[config.mk]
export PLATFORM = sky130hd
export DESIGN_NAME = spi_tx_arbiter
export DESIGN_NICKNAME = d
export VERILOG_FILES = /design/src/rtl/spi_arb_pkg.sv /design/src/rtl/rr_arbiter.sv /design/src/rtl/spi_tx_arbiter.sv
export SDC_FILE = /design/constraint.sdc
export NUM_CORES = 1
export LEC_CHECK = 0
export ABC_AREA = 1
export BUFFER_PORTS_ARGS = -buffer_cell sky130_fd_sc_hd__buf_2
export CORE_ASPECT_RATIO = 0.8
export CORE_MARGIN = 2
export CORE_UTILIZATION = 39
export DETAILED_ROUTE_END_ITERATION = 10
export PLACE_DENSITY = 0.83
export SKIP_CTS_REPAIR_TIMING = 1
export SYNTH_ARGS = -nofsm -noshare
export SYNTH_HDL_FRONTEND = slang
export SYNTH_HIERARCHICAL = 1
export SYNTH_SLANG_ARGS = --single-unit
export TNS_END_PERCENT = 100
[constraint.sdc]
create_clock -name clk_i -period 2.3 [get_ports clk_i]
set_clock_uncertainty 0.15 [all_clocks]
set_input_delay 0.23 -clock clk_i [delete_from_list [all_inputs] [get_ports clk_i]]
set_output_delay 0.23 -clock clk_i [all_outputs]
set_load 0.05 [all_outputs]
[src/rtl/spi_arb_pkg.sv]
// Shared types and helpers for the SPI TX stream arbiter.
// Optional build macro used by the top: SPI_ARB_TIMEOUT_EN.
package spi_arb_pkg;

  localparam int unsigned MAX_REQ = 8;
  localparam int unsigned IDX_W   = 3;

  typedef enum logic {
    IDLE,
    BUSY
  } arb_state_e;

  // Index -> one-hot over the maximum requester count.
  function automatic logic [MAX_REQ-1:0] onehot(input logic [IDX_W-1:0] idx);
    onehot      = '0;
    onehot[idx] = 1'b1;
  endfunction

  // One-hot -> index (highest set bit wins if more than one is set).
  function automatic logic [IDX_W-1:0] index(input logic [MAX_REQ-1:0] oh);
    index = '0;
    for (int unsigned i = 0; i < MAX_REQ; i++) begin
      if (oh[i]) index = IDX_W'(i);
    end
  endfunction

endpackage

[src/rtl/rr_arbiter.sv]
// Combinational round-robin pick: first set request at or above the pointer,
// wrapping from NUM_REQ-1 back to 0.
module rr_arbiter
  import spi_arb_pkg::*;
#(
  parameter int unsigned NUM_REQ = 4,
  parameter int unsigned PTR_W   = $clog2(NUM_REQ)
) (
  input  logic [NUM_REQ-1:0] req_i,
  input  logic [PTR_W-1:0]   ptr_i,
  output logic [NUM_REQ-1:0] gnt_o,
  output logic [PTR_W-1:0]   idx_o,
  output logic               any_o
);

  int unsigned cand;

  // Scan NUM_REQ candidates starting at the pointer; first hit wins.
  always_comb begin
    any_o = 1'b0;
    idx_o = '0;
    cand  = 0;
    for (int unsigned i = 0; i < NUM_REQ; i++) begin
      cand = 32'(ptr_i) + i;
      if (cand >= NUM_REQ) cand = cand - NUM_REQ;
      if (!any_o && req_i[cand[PTR_W-1:0]]) begin
        any_o = 1'b1;
        idx_o = cand[PTR_W-1:0];
      end
    end
    gnt_o = any_o ? NUM_REQ'(onehot(IDX_W'(idx_o))) : '0;
  end

endmodule

[src/rtl/spi_tx_arbiter.sv]
// Round-robin arbiter sharing the SPI master TX stream among NUM_REQ
// requesters. The grant is locked for a whole burst (until a handshake with
// last). Define SPI_ARB_TIMEOUT_EN to add a stall counter that forces release
// of a requester that stops handshaking for 2^TIMEOUT_W-1 busy cycles.
module spi_tx_arbiter
  import spi_arb_pkg::*;
#(
  parameter int unsigned NUM_REQ   = 4,
  parameter int unsigned DATA_W    = 32,
  parameter int unsigned TIMEOUT_W = 8
) (
  input  logic                      clk_i,
  input  logic                      rst_i,
  input  logic [NUM_REQ*DATA_W-1:0] req_data_i,
  input  logic [NUM_REQ-1:0]        req_vld_i,
  input  logic [NUM_REQ-1:0]        req_last_i,
  output logic [NUM_REQ-1:0]        req_rdy_o,
  output logic [DATA_W-1:0]         stream_data_o,
  output logic                      stream_data_vld_o,
  input  logic                      stream_data_rdy_i,
  output logic [NUM_REQ-1:0]        grant_o,
  output logic                      timeout_o
);

  localparam int unsigned PTR_W = $clog2(NUM_REQ);

  if (NUM_REQ < 2 || NUM_REQ > MAX_REQ || TIMEOUT_W < 2) begin : g_cfg_err
    $error("spi_tx_arbiter: unsupported NUM_REQ/TIMEOUT_W");
  end

  arb_state_e          state_q;
  logic [NUM_REQ-1:0]  grant_q;
  logic [PTR_W-1:0]    gidx_q;
  logic [PTR_W-1:0]    ptr_q;
  logic                timeout_q;

  logic [NUM_REQ-1:0]  arb_gnt;
  logic [PTR_W-1:0]    arb_idx;
  logic                arb_any;
  logic [PTR_W-1:0]    ptr_next;
  logic                busy;
  logic                hs;
  logic                burst_end;
  logic                expire;
  logic                release_d;

  rr_arbiter #(
    .NUM_REQ (NUM_REQ),
    .PTR_W   (PTR_W)
  ) u_rr (
    .req_i (req_vld_i),
    .ptr_i (ptr_q),
    .gnt_o (arb_gnt),
    .idx_o (arb_idx),
    .any_o (arb_any)
  );

  assign busy      = (state_q == BUSY);
  assign hs        = stream_data_vld_o & stream_data_rdy_i;
  assign burst_end = hs & req_last_i[gidx_q];
  assign ptr_next  = (gidx_q == PTR_W'(NUM_REQ - 1)) ? '0 : gidx_q + 1'b1;
  assign release_d = burst_end | expire;
  assign grant_o   = grant_q;
  assign timeout_o = timeout_q;

  // Passthrough from the granted requester; everything quiet while idle.
  // Valid depends only on the requester, never on the FIFO ready.
  always_comb begin
    stream_data_o     = '0;
    stream_data_vld_o = 1'b0;
    req_rdy_o         = '0;
    if (busy) begin
      stream_data_o     = req_data_i[32'(gidx_q)*DATA_W +: DATA_W];
      stream_data_vld_o = req_vld_i[gidx_q];
      req_rdy_o         = grant_q & {NUM_REQ{stream_data_rdy_i}};
    end
  end

`ifdef SPI_ARB_TIMEOUT_EN
  logic [TIMEOUT_W-1:0] stall_q;

  // Busy cycles without a handshake; cleared while idle and on each handshake.
  always_ff @(posedge clk_i or posedge rst_i) begin
    if (rst_i) begin
      stall_q <= '0;
    end else if (!busy || hs) begin
      stall_q <= '0;
    end else begin
      stall_q <= stall_q + 1'b1;
    end
  end

  assign expire = busy & ~hs & ((stall_q + 1'b1) == '1);
`else
  assign expire = 1'b0;
`endif

  // Arbitration FSM: grant from IDLE, hold through the burst, release to IDLE.
  always_ff @(posedge clk_i or posedge rst_i) begin
    if (rst_i) begin
      state_q   <= IDLE;
      grant_q   <= '0;
      gidx_q    <= '0;
      ptr_q     <= '0;
      timeout_q <= 1'b0;
    end else begin
      timeout_q <= 1'b0;
      case (state_q)
        IDLE: begin
          if (arb_any) begin
            grant_q <= arb_gnt;
            gidx_q  <= arb_idx;
            state_q <= BUSY;
          end
        end
        BUSY: begin
          if (release_d) begin
            grant_q   <= '0;
            ptr_q     <= ptr_next;
            timeout_q <= expire;
            state_q   <= IDLE;
          end
        end
        default: begin
          grant_q <= '0;
          state_q <= IDLE;
        end
      endcase
    end
  end

endmodule

Word level (Yosys, flattened, before mapping) --
Index checks and enable logic that the tools add are counted.
Storage, ports and cells: register bits after elaboration 9, bits of input ports 139, output and inout port bits 42, word-level logic and storage cells 77
Operators by class: $add $sub $neg 8, order comparisons 11, equality and inequality tests 3, shift operators 1, muxes and demuxes 36, bitwise operators 4, reductions and logical operators 10
Operator list (number):
- 128-bit by 8-bit variable part select with 32-bit output | 1
- 32-bit 2-to-1 mux | 1
- 2-bit 2-to-1 mux | 9
- 2-bit by 3-bit less-than comparator with 1-bit output, second input constant | 5
- 1-bit 2-to-1 mux | 14
- 1-bit binary-select mux with 2-bit select | 6
- 4-bit 2-to-1 mux | 3
- 3-bit >= comparator, second input constant | 3
- 4-bit one-hot mux with 2 select lines | 1
- 2-bit by 1-bit subtractor with 2-bit output, second input constant | 4
- 2-bit by 2-bit adder with 3-bit output, second input constant | 2
- 2-bit AND reduction | 3
- 4-bit AND | 1
- 1-bit logical AND | 4
- 2-bit by 4-bit less-than comparator with 1-bit output, second input constant | 1
- 2-bit by 1-bit adder with 3-bit output, second input constant | 1
- 2-bit by 3-bit >= comparator with 1-bit output, second input constant | 1
- 1-bit logical NOT | 3
- 2-bit by 1-bit adder with 2-bit output, second input constant | 1
- 1-bit AND | 2
- 1-bit demux with 2-bit select | 1
- 2-bit equality test, second input constant | 1
- 2-bit by 1-bit >= comparator with 1-bit output, second input constant | 1
- 2-bit by 1-bit != test with 1-bit output, second input constant | 1
- 3 further kinds | 3

Longest topological paths before layout --
Gate-level depths: netlist of the first run.
depth after elaboration 20, depth in mapped cells 14, gate-level depth less buffers 13

Modules after synthesis --
Netlist of the first run, hierarchy kept.
Modules (own cells, without submodules):
- spi_tx_arbiter | times used 1, cells each 326, area an instance 1660.3 sq um, sequential area each 225.2 sq um
- rr_arbiter | times used 1, cells each 70, area an instance 386.6 sq um, sequential area each 0.0 sq um

Worst setup path after synthesis of the first run --
OpenSTA, ideal clock, no wires.
path type register to output, start point reg gidx_q[0], end point out stream_data_o[26], data arrival time 1.727 ns, required time 1.920 ns, path slack 0.193 ns, stages on the path, launching flop included 6, path buffers 2, path through dfrtp_1 buf_4 inv_4 clkbuf_1 o21ai_0 a21oi_1
Between the ends: cells in the longest elaborated chain, start to end 2
RTL lines:
- start, declared | RTL line spi_tx_arbiter.sv:33 | logic [PTR_W-1:0] gidx_q;
- start signal, assigned | RTL line spi_tx_arbiter.sv:112 | gidx_q <= arb_idx;
- 128-bit by 8-bit variable part select with 32-bit output | RTL line spi_tx_arbiter.sv:73 | stream_data_o = req_data_i[32'(gidx_q)*DATA_W +: DATA_W];
- 32-bit 2-to-1 mux | RTL line spi_tx_arbiter.sv:72 | if (busy) begin
- end, declared | RTL line spi_tx_arbiter.sv:18 | output logic [DATA_W-1:0] stream_data_o,
No other way between the ends.

Final worst setup path of the first run --
start point reg gidx_q[1], end point out stream_data_o[0]
The elaborated chain is that of the path after synthesis.

==> qor.yml, run 1 <==
floorplanning:
  core_um2: 5036
  rows: 23
  design.portCount: 181
  die_x_um: 85
  dieHeight_um: 68.80
  fp.dieArea_um2: 5848
  start_util_pct: 40.65
timing:
  fin_ws_ns: 0.1604
  tns_ns: 0
  period_minus_slack_ns: 2.140
  fin_crit_sh_pct: 93.02
  drv_slew: 0
  timing.final.hold_violations: 0
  rsz0062_at_grt: "no"
  hold_ws_ns: 0.3449
  setup_viol_count_final: 0
  max_freq_ghz: 0.4674
yosys:
  syn_area_per_cell_um2: 5.169
  netlist_area_um2: 2047
  syn-num-nets: 536
  ys_warn_count: 6
  ys_seq_area_share_pct: 11.00
  ys_seq_elements: 9
  synth.top_cell.area_share_pct: 25.12
  yosysTopAreaCell: "nor2_1"
  netlist_top_cells_area: "nor2_1 25%, o21ai_0 12%, dfrtp_1 11%, a21oi_1 8.3%, nand2_1 7.9%"
  netlist_instances: 396
  ys_types: 27
setup_path:
  crit_path_end_kind: "primary output"
  cp_data_arrival_time_ns: 1.76
  path_class: "reg2out"
  start_kind: "flip-flop"
  cp.required_ns: 1.92
  cp_max_fo: 24
power:
  ir_drop_v: 0.0009718
  p_per_area_nw_per_um2: 1846
  p_leak_nw: 1.688
global_route:
  grt_usage_pct: 22.82
  antenna_found_initial: 0
  grt_pass1_wl_mm: 10.91
  grt_remaining_overflow: 0
  grt_pass1_vias: 2509
  grt_max_degree: 68
clocking:
  cts_buffers: 3
  clock_latency_ns: 0.24
  cts_tree: "yes"
  clock-sinks: 9
  ctsHtreeMaxLevel: 1
  clk_pin_slew_ns: 0.05
  cts_buffer_depth: 2
  clockRootBuffer: "clkbuf_8"
layout:
  drive_gt1_share_pct: 40.61
  fillers: 515
  syn_to_final_growth_pct: 45.42
  antenna_cells: 0
  layout_common_cells: "179 x buf_2, 137 x nor2_1, 51 x o21ai_0"
  final_common_cell: "buf_2"
  nets: 700
hold_path:
  hp-class: "in2async"
placement:
  gp_congestion: 0.8938
  io_buffer_count: 179
  post-place-ws_ns: 0.2892
  dpl.hpwl_mm: 5.942
detailed_routing:
  wire_per_inst_um: 12.27
  drc: 0
  antenna_left: 0
  route.vias.total: 3105
  drt_iter0_drc: 130
  drt_first_pass_iters: 4
  vias_per_cell: 5.000
  drt_wl_total_mm: 7.619
flow_run:
  cap_viol_max_count: 0
status:
  status: "complete, no violations"
## worst paths after layout
path | startpoint | to | slack (ns) | depth (start not counted)
setup reg to reg | ptr_q[0] | gidx_q[0] | 0.26 | 8
hold reg to reg | busy | busy | 0.37 | 2
hold / removal | rst_i | busy | 0.34 | 3
max in group asynchronous | rst_i | gidx_q[0] | 1.37 | 3
setup / recovery | gidx_q[1] | stream_data_o[0] | 0.16 | 6
min in group clk_i | req_last_i[2] | ptr_q[1] | 0.37 | 7
## logic make-up after synthesis
group           count (synthesis)  share of synthesized area [%]
other cells                     1                         0.1832
compound gates                103                          25.55
buf+inv                        62                          15.59
flops                           9                          11.00
fa+ha+maj                       1                         0.6111
simple gates                  220                          47.07
## through the flow
stage                     cells  util (%)  total power, mW  area, um^2
after floorplan             396         -            4.347        2047
after CTS                   620     58.86            5.507        2964
after global routing        621     59.11            5.927        2977
after global placement      616     57.94            5.219        2918
final                       621     59.11            5.496        2977
after detailed placement    616     57.94            5.305        2918
## where the power goes
group | switching [mW] | total (mW) | internal (mW)
Combinational | 3.65 | 4.96 | 1.31
Sequential | 0.121 | 0.348 | 0.227
Clock | 0.0673 | 0.186 | 0.118
Total | 3.84 | 5.50 | 1.66
## flip-flops by register name (all words and copies together) (netlist names)
register,count
grant_o,4
ptr_q,2
busy,1
gidx_q,2
## metal layers
metal	routed length, um	part of all wire (%)	up-vias	GRT usage (%)
met5	0	0	-	0
met4	84	1.1	0	6.349
met3	708	9.3	10	3.452
met2	3731	49	164	40.92
met1	3094	41	1350	28.93
li1	-	-	1581	-
## worst max-delay path, cell delays in order, from the launching register on
cell and delay (ns):
dfrtp_1 0.54, inv_2 0.06, buf_4 0.22, nor2_1 0.12, o21ai_0 0.14, a21oi_1 0.16, buf_2 0.28
## layout make-up
type | instances | area [um^2] | area share (%)
multi-input combinational | 325 | 1503 | 50.48
timing repair buffer | 187 | 983.4 | 33.04
sequential | 9 | 226.5 | 7.608
inverter | 34 | 140.1 | 4.708
tap | 62 | 77.57 | 2.606
clock buffer | 3 | 41.29 | 1.387
clock inverter | 1 | 5.005 | 0.1681
## synthesized netlist by cell type
master and n:
buf_1 2, conb_1 1, inv_2 5, o21ai_2 2, inv_4 1, nor2_2 1
nand3_4 1, buf_2 7, a21oi_1 34, nand3_2 7, o21ai_1 16, nand2_2 14
nor2_1 137, nand3_1 12, nand2_1 43, clkbuf_1 9, nand4_1 1, dfrtp_1 9
buf_6 8, nand2_4 2, or2_2 1, o21ai_0 51, ha_1 1, buf_4 2
nor2_4 1, inv_8 1, inv_1 27
Power figures use the tool's default switching activity.
==> inputs of run 2 (changes only) <==
--- a/config.mk
+++ b/config.mk
@@ -5,11 +5,10 @@
 export SDC_FILE = /design/constraint.sdc
 export NUM_CORES = 1
 export LEC_CHECK = 0
-export ABC_AREA = 1
 export BUFFER_PORTS_ARGS = -buffer_cell sky130_fd_sc_hd__buf_2
 export CORE_ASPECT_RATIO = 0.8
 export CORE_MARGIN = 2
-export CORE_UTILIZATION = 39
+export CORE_UTILIZATION = 36
 export DETAILED_ROUTE_END_ITERATION = 10
 export PLACE_DENSITY = 0.83
 export SKIP_CTS_REPAIR_TIMING = 1
==> run 2 against run 1 <==
Net effect:
- worst hold slack got worse by 0.081 ns
- sequential power shrank 3%
- clock-buffer cell count rose by 1
- cell area down 10%
- die area shrank 9.7%
- clock power about the same
- non-clock buffer count decreased by 2
- global-route usage shrank 0.93 points
- flip-flop and latch count stayed put
- largest cell class unchanged
- largest power group unchanged
==> qor.yml, run 2 <==
layout:
  design_area_um2: 2675  # -10%
  syn_to_final_growth_pct: 57.67
  final_common_cell: "buf_2"
  drive_gt1_share_pct: 67.96  # +27 points
  multiInputGateArea_um2: 1354  # -9.9%
  largest_register_ffs: 4  # unchanged
  fillers: 415  # -19%
  nets: 475  # -32%
  antenna_cells: 0  # unchanged
  layout_common_cells: "179 x buf_2, 33 x and2_1, 32 x mux4_2"
  final_util_pct: 58.54  # -0.56 points
  seq_area_um2: 226.5  # unchanged
yosys:
  netlist_area_um2: 1697  # -17%
  netlist_top_cells_area: "mux4_2 42%, dfrtp_1 13%, and2_1 12%, nand2_1 3.8%, mux2i_1 2.9%"
  yosysTopAreaCell: "mux4_2"
  syn_area_per_cell_um2: 10.47  # +100%
  yosys-top-cells-count: "33 x and2_1, 32 x mux4_2, 17 x nand2_1, 9 x dfrtp_1, 8 x nor2_1"
  synth-edff-count: 0  # unchanged
  ys_seq_elements: 9  # unchanged
  synth-async-reset-ratio_pct: 100.0  # unchanged
  ys_types: 32  # +19%
  syn-num-nets: 302  # -44%
  synthFlopType: "dfrtp_1"
  synth.top_cell.area_share_pct: 42.48  # +17 points
  yosysMostFrequentCell: "and2_1"
  netlist_instances: 162  # -59%
  ys_seq_area_share_pct: 13.27  # +2.3 points
  ys_warn_count: 6  # unchanged
clocking:
  cts_buffer_depth: 2  # unchanged
  cts_buffers: 3  # unchanged
  clock-sinks: 9  # unchanged
  ctsHtreeMaxLevel: 1  # unchanged
  clk_pin_slew_ns: 0.05  # about the same
  cts_tree: "yes"
  clock_latency_ns: 0.23  # about the same
  clockRootBuffer: "clkbuf_8"
power:
  ir_drop_v: 0.001091  # +12%
  p_clk_share_pct: 5.0  # +1.6 points
  seqPwrFrac_pct: 9.2  # +2.9 points
  p_sw_mw: 2.192  # -43%
  pwr-share-comb_pct: 85.8  # -4.5 points
  p_per_area_nw_per_um2: 1375  # -26%
  intPower_mw: 1.486  # -10%
  swShare_pct: 59.60  # -10 points
  p_leak_nw: 1.358  # -20%
  finalPower_mw: 3.678  # -33%
setup_path:
  r2r-start: "gidx_q[1]"
  path_class: "reg2out"
  cp_data_arrival_time_ns: 1.78  # +0.02 ns
  cp.required_ns: 1.92  # about the same
  startpoint: "gidx_q[0]"
  start_kind: "flip-flop"
  crit_path_end_kind: "primary output"
  cp_max_fo: 31  # +29%
timing:
  rsz0062_at_grt: "no"
  fin_ws_ns: 0.1370  # -0.02349 ns
  period_minus_slack_ns: 2.163  # +0.02348 ns
  fin_crit_sh_pct: 94.05  # +1.0 points
  max_freq_ghz: 0.4623  # -1.1%
  timing.final.hold_violations: 0  # unchanged
  drv_slew: 0  # unchanged
  setup_viol_count_final: 0  # unchanged
  tns_ns: 0  # unchanged
detailed_routing:
  drc: 0  # unchanged
  antenna_left: 0  # unchanged
  vias_per_cell: 5.140  # +2.8%
  wire_per_inst_um: 15.22  # +24%
  drt_iter0_drc: 122  # -6.2%
  drt_first_pass_iters: 4  # unchanged
  drt_wl_total_mm: 5.995  # -21%
  route.vias.total: 2025  # -35%
flow_run:
  cap_viol_max_count: 0  # unchanged
placement:
  dpl.hpwl_mm: 5.152  # -13%
  gp_congestion: 0.8715  # -2.5%
  io_buffer_count: 179  # unchanged
  place_area_um2: 2616  # -10%
  post-place-ws_ns: 0.3061  # +0.01694 ns
global_route:
  antenna_found_initial: 0  # unchanged
  grt_pass1_wl_mm: 8.811  # -19%
  grt_remaining_overflow: 0  # unchanged
  grt_max_degree: 32  # -53%
  grt_usage_pct: 21.89  # -0.93 points
  grt_pass1_vias: 1980  # -21%
floorplanning:
  design.portCount: 181  # unchanged
  rows: 22  # -4.3%
  die_x_um: 80.76  # -5.0%
  dieHeight_um: 65.40  # -4.9%
  core_um2: 4569  # -9.3%
  fp.dieArea_um2: 5281  # -9.7%
  start_util_pct: 37.13  # -3.5 points
hold_path:
  hp-start: "req_vld_i[3]"
  hp-class: "in2reg"
status:
  status: "complete, no violations"
## run 2: cell count changes after synthesis, sizes merged, moves of 3 or more
cell	delta
nor2	-131
inv	-30
nand3	-19
a21oi	-29
nand2b	+3
nand2	-42
o21ai	-62
mux4	+32
and3	+5
mux2i	+5
and2	+33
buf	-10
## run 2: worst max-delay path, cell delays in order (launching register included)
cell,delay (ns)
dfrtp_2,0.38
buf_12,0.24
mux4_2,0.54
and2_1,0.17
buf_2,0.20
## run 2: kinds of logic (layout without fill, tap and decap cells)
kind of cell,count (synthesis),count (layout),share of synthesized area [%]
AOI/OAI and AO/OA,21,21,9.145
adders and majority gates,1,1,0.7373
buffers and inverters,21,193,6.931
DFF,9,9,13.27
muxes,39,39,47.20
other,1,1,0.2210
and+or+nand+nor,70,70,22.49
## run 2: through the flow
stage	hold WS (ns)	cells
2_1_floorplan	-0.09208	162
3_3_place_gp	0.06466	389
3_5_place_dp	0.07909	389
4_1_cts	-0.1661	393
5_1_grt	0.2698	394
6_report	0.2637	394
## run 2: area by class of cell
class,count,area share [%]
clock buffers,4,1.684
inverters,4,0.5613
multi-input cells,132,50.61
flip-flops and latches,9,8.466
well taps,60,2.806
repair buffers,185,35.87
## run 2: per-layer routing
metal	vias up	track usage, %	routed length, um
li1	954	-	-
met1	961	25.73	2237
met2	108	40.83	3089
met3	2	6.044	641
met4	0	2.754	27
met5	-	0	0
## run 2: path summary, 6_finish.rpt
kind,end,slack [ns],cells after the start
max in group asynchronous,gidx_q[0],1.32,3
worst min register to register,grant_o[2],0.39,2
worst max register to register,ptr_q[0],0.40,4
worst max-delay path,stream_data_o[26],0.14,4
worst min-delay path,grant_o[3],0.26,4
min in group asynchronous,grant_o[1],0.38,3
## run 2: power groups by stage
stage / combinational, mW / sequential [mW] / clock, mW
final: 3.16 / 0.339 / 0.183
after global routing: 3.34 / 0.354 / 0.199
after CTS: 3.18 / 0.336 / 0.187
after detailed placement: 3.18 / 0.338 / 0
after global placement: 3.12 / 0.329 / 0
after floorplan: 2.49 / 0.386 / 0
